[src/rtl/spi_xfer_ctrl.sv]
// rtl/spi_xfer_ctrl.sv - single-byte SPI mode-0 master transfer sequencer
//
// Purpose: accepts a one-cycle START with a TX byte, runs one MSB-first
// mode-0 (CPOL=0, CPHA=0) byte exchange on the SPI pins and returns the
// received byte with a one-cycle DONE pulse.
//
// Parameters:
//   DIV       SCK half-period in ACLK cycles (1..255)
// Ports:
//   ACLK      system clock, rising edge
//   ARESETn   asynchronous active-low reset
//   START     transfer request, sampled only while idle
//   TX_DATA   byte to send, captured on the accepting edge
//   BUSY      high from accept edge until the DONE edge
//   DONE      one-cycle end-of-transfer pulse
//   RX_DATA   last received byte, updated only at DONE
//   SPI_SCK   serial clock, idles low
//   SPI_MOSI  serial data out, idles low
//   SPI_MISO  serial data in
//   SPI_SSn   active-low slave select, idles high
module spi_xfer_ctrl #(
  parameter int DIV = 4
) (
  input  logic       ACLK,
  input  logic       ARESETn,
  input  logic       START,
  input  logic [7:0] TX_DATA,
  output logic       BUSY,
  output logic       DONE,
  output logic [7:0] RX_DATA,
  output logic       SPI_SCK,
  output logic       SPI_MOSI,
  input  logic       SPI_MISO,
  output logic       SPI_SSn
);

  localparam int             CW       = $clog2(DIV + 1);
  localparam logic [CW-1:0]  DIV_LAST = CW'(DIV - 1);

  typedef enum logic [1:0] {
    IDLE  = 2'd0,
    SETUP = 2'd1,
    SHIFT = 2'd2,
    HOLD  = 2'd3
  } state_t;

  state_t        state;
  logic [CW-1:0] div_cnt;
  logic [2:0]    bit_cnt;
  logic [7:0]    tx_sr;
  logic [7:0]    rx_sr;
  logic          tick;

  // The divider only runs outside IDLE, so the first tick of a transfer
  // lands exactly DIV cycles after the accepting edge.
  assign tick = (state != IDLE) && (div_cnt == DIV_LAST);

  always_ff @(posedge ACLK or negedge ARESETn) begin
    if (!ARESETn) begin
      state    <= IDLE;
      div_cnt  <= '0;
      bit_cnt  <= '0;
      tx_sr    <= '0;
      rx_sr    <= '0;
      BUSY     <= 1'b0;
      DONE     <= 1'b0;
      RX_DATA  <= '0;
      SPI_SCK  <= 1'b0;
      SPI_MOSI <= 1'b0;
      SPI_SSn  <= 1'b1;
    end else begin
      DONE <= 1'b0;

      if (state == IDLE || tick) begin
        div_cnt <= '0;
      end else begin
        div_cnt <= div_cnt + CW'(1);
      end

      case (state)
        IDLE: begin
          if (START) begin
            tx_sr    <= TX_DATA;
            SPI_MOSI <= TX_DATA[7];
            SPI_SSn  <= 1'b0;
            BUSY     <= 1'b1;
            bit_cnt  <= '0;
            state    <= SETUP;
          end
        end

        SETUP: begin
          // First rising SCK edge: MSB has had DIV cycles of setup.
          if (tick) begin
            SPI_SCK <= 1'b1;
            rx_sr   <= {rx_sr[6:0], SPI_MISO};
            state   <= SHIFT;
          end
        end

        SHIFT: begin
          if (tick) begin
            SPI_SCK <= ~SPI_SCK;
            if (!SPI_SCK) begin
              rx_sr <= {rx_sr[6:0], SPI_MISO};
            end else if (bit_cnt != 3'd7) begin
              // MOSI only moves on falling SCK; next bit is tx_sr[6]
              // before the shift takes effect.
              tx_sr    <= {tx_sr[6:0], 1'b0};
              SPI_MOSI <= tx_sr[6];
              bit_cnt  <= bit_cnt + 3'd1;
            end else begin
              SPI_MOSI <= 1'b0;
              state    <= HOLD;
            end
          end
        end

        HOLD: begin
          if (tick) begin
            SPI_SSn <= 1'b1;
            BUSY    <= 1'b0;
            DONE    <= 1'b1;
            RX_DATA <= rx_sr;
            state   <= IDLE;
          end
        end

        default: state <= IDLE;
      endcase
    end
  end

endmodule

[config.mk]
export PLATFORM = sky130hd
export DESIGN_NAME = spi_xfer_ctrl
export DESIGN_NICKNAME = d
export VERILOG_FILES = /design/src/rtl/spi_xfer_ctrl.sv
export SDC_FILE = /design/constraint.sdc
export NUM_CORES = 1
export LEC_CHECK = 0
export ABC_AREA = 1
export ABC_CLOCK_PERIOD_IN_PS = 1700
export CORE_MARGIN = 2
export CORE_UTILIZATION = 41
export CTS_BUF_LIST = sky130_fd_sc_hd__clkbuf_8 sky130_fd_sc_hd__clkbuf_16
export CTS_CLUSTER_DIAMETER = 50
export DETAILED_ROUTE_END_ITERATION = 8
export GPL_TIMING_DRIVEN = 0
export PLACE_DENSITY = 0.68
export SYNTH_ARGS = -nofsm -noshare
export SYNTH_HDL_FRONTEND = slang
export SYNTH_SLANG_ARGS = --single-unit
[constraint.sdc]
create_clock -name ACLK -period 1.7 [get_ports ACLK]
set_input_delay 0.34 -clock ACLK [delete_from_list [all_inputs] [get_ports ACLK]]
set_output_delay 0.34 -clock ACLK [all_outputs]
set_load 0.1 [all_outputs]
==> flow_summary.json <==
{
  "status": "finished, final reports clean",
  "p_per_area_nw_per_um2": 1840,
  "synth_fp_nets": 223,
  "cts_max_path_buffers": 2,
  "worstMarginPinSlew_ps": 791,
  "crit_type": "reg2reg",
  "cp-start-kind": "flip-flop",
  "maxCapViolations": 0,
  "cts_root_buf": "clkbuf_8",
  "clk_transition_reported_paths_ps": 80,
  "finalCritPeriodShare_pct": 94.9,
  "async_reset_ff_share_pct": 100,
  "setup-violations-final": 0,
  "crit_path_end_kind": "flip-flop",
  "cts_htree_levels": 2,
  "synth_commonest_cells": "nand2_1, dfrtp_1, inv_1, nand3_1",
  "io_pins": 25,
  "hpwlAfterDp_mm": 2.30,
  "synth_top_area_share_pct": 49.8,
  "ys_seq_area_share_pct": 51.3,
  "syn_area_um2": 1760,
  "ys_ff_latch": 36,
  "critical_path_required_ps": 1880,
  "yosysTopAreaCell": "dfrtp_1",
  "maxSlewHeadroom_pct": 47.3,
  "grt_pass1_wl_mm": 5.84,
  "ir_drop_uv": 840,
  "cts_buffers": 5,
  "finalHoldViolations": 0,
  "drive_gt1_share_pct": 22.8,
  "clk_latency_ps": 290,
  "layout.cells.non_filler": 287,
  "io_buffer_count": 24,
  "multi_input_area_um2": 769,
  "drv_slew": 0,
  "antenna_found_initial": 0,
  "chipWidth_um": 69.5,
  "start_util_pct": 43.4,
  "grt_pass1_vias": 1296,
  "grt_usage_pct": 15.4,
  "hp-class": "in2async",
  "tns_ps": 0,
  "via_per_inst": 4.67,
  "design_area_um2": 2240,
  "wirelength_mm": 3.37,
  "postRouteAntennaNets": 0,
  "grt_max_degree": 37,
  "final_net_count": 257,
  "placed_area_um2": 2060,
  "ys_warn_count": 0,
  "rows": 23,
  "yosysMostFrequentCell": "nand2_1",
  "dp.cells": 276,
  "cts_hold_buf": 0,
  "area_delta_synth_final_pct": 27.3,
  "avgSynthCellArea_um2": 8.71,
  "wl_per_cell_um": 11.7,
  "die_area_um2": 4830,
  "first_pass_iters": 4,
  "coreArea_um2": 4060,
  "worstPathArrival_ps": 1790,
  "place.gp.congestion": 0.800,
  "yosysUniqueCellTypes": 23,
  "synth_area_leaders": "dfrtp_1, nand2_1, ha_1",
  "drc": 0,
  "finalWorstSetupSlack_ps": 86.1,
  "regArea_um2": 903,
  "finalCriticalPeriod_ps": 1610,
  "synth_ff_type": "dfrtp_1",
  "finalClockSkew_ps": 4.03,
  "via_count": 1340,
  "synth_edf_count": 0,
  "cts_tree": "done",
  "netlist_instances": 202,
  "fillers": 358,
  "cts_sinks": 36,
  "cp_max_fo": 10,
  "drt_iter0_markers": 74,
  "diodes": 0,
  "grt_overflow": 0,
  "fmax_mhz": 620,
  "pre_cts_slack_ps": -270,
  "die_h_um": 69.5,
  "p_leak_nw": 1.14
}
==> worst paths after layout <==
check	from	endpoint	slack [ps]	cells after the start
worst max-delay path	state[0]	SPI_SCK	90	8
worst min-delay path	ARESETn	div_cnt[2]	130	1
worst max register to register	state[0]	SPI_SCK	90	8
worst min register to register	div_cnt[0]	div_cnt[0]	440	1
max in group asynchronous	ARESETn	SPI_SCK	1030	1
min in group ACLK	div_cnt[0]	div_cnt[0]	440	1
==> metal layers <==
layer	share of wire (%)	GRT usage, %
met3	3.1	3.92
met2	46	22.5
met5	0	0
met1	48	21.5
met4	1.9	6.54
==> layout by cell type, fill, tap and decap left out <==
master           netlist  layout
nand2_1               78      77
dfrtp_1               35      34
inv_1                 19      19
nand3_1               13      13
clkdlybuf4s15_2        0      12
clkdlybuf4s50_1        0      10
nor2_1                 9       9
o21ai_0                9       9
o21ai_2                9       8
ha_1                   9       7
buf_2                  3       5
clkbuf_8               0       5
nand2_2                3       4
buf_4                  1       3
inv_2                  2       2
o21ai_4                1       2
nand3b_1               2       2
dfrtp_2                0       1
dfstp_2                1       1
nor2_4                 1       1
buf_6                  1       1
o21ai_1                1       1
a21o_1                 1       1
a21oi_1                1       1
nor2_8                 1       1
nand2_4                1       1
or2_2                  1       1
ha_2                   0       1
ha_4                   0       1
bufinv_16              0       1
clkinv_2               0       1
clkinvlp_4             0       1
buf_12                 0       1
==> worst max-delay path: stages, from the launching register on <==
cell,delay (ps)
dfrtp_1,420
inv_1,160
ha_2,250
inv_2,60
nand2_2,130
nor2_4,60
o21ai_4,120
buf_6,220
o21ai_1,80
==> area by class of cell <==
cell class / count / area share, %
Tap cell: 50 / 2.79
Clock buffer: 5 / 3.07
Inverter: 21 / 3.52
Buffer: 5 / 1.51
Timing Repair Buffer: 27 / 12.5
Multi-Input combinational cell: 140 / 34.4
Clock inverter: 3 / 1.90
Sequential cell: 36 / 40.3
==> per-stage QoR <==
stage               hold WS (ps)  total power [mW]  util (%)
floorplan                   44.4              2.83         -
global placement             430              3.24      50.8
detailed placement           432              3.28      50.7
CTS                          153              4.02      53.7
global route                 196              4.46      55.2
finish                       133              4.13      55.2
==> timing repair <==
| item | CTS | global route |
|---|---|---|
| gates resized for setup | 41 | 5 |
| setup buffers | 0 | 3 |
| endpoints found under the setup margin | 13 | 24 |
| pin swaps | 0 | 2 |
==> state kept, by name, indices dropped and copies added (netlist names) <==
register	count
BUSY	1
RX_DATA	8
tx_sr	7
div_cnt	3
DONE	1
state	2
rx_sr	8
SPI_SCK	1
bit_cnt	3
SPI_SSn	1
SPI_MOSI	1
==> logic make-up (layout without fill, tap and decap cells) <==
logic type      count (synthesis)  count (layout)  synth area share [%]
buf+inv                        26              61                  6.40
simple gates                  109             109                  27.0
fa+ha+maj                       9               9                  6.40
flops                          36              36                  51.3
compound gates                 22              22                  8.96
==> where the power goes <==
group,total (mW),internal [mW],switching [mW]
Combinational,2.09,0.666,1.42
Sequential,1.29,1.13,0.158
Clock,0.750,0.434,0.317
Total,4.13,2.23,1.90
No activity file was read; power rests on OpenSTA's default activity.
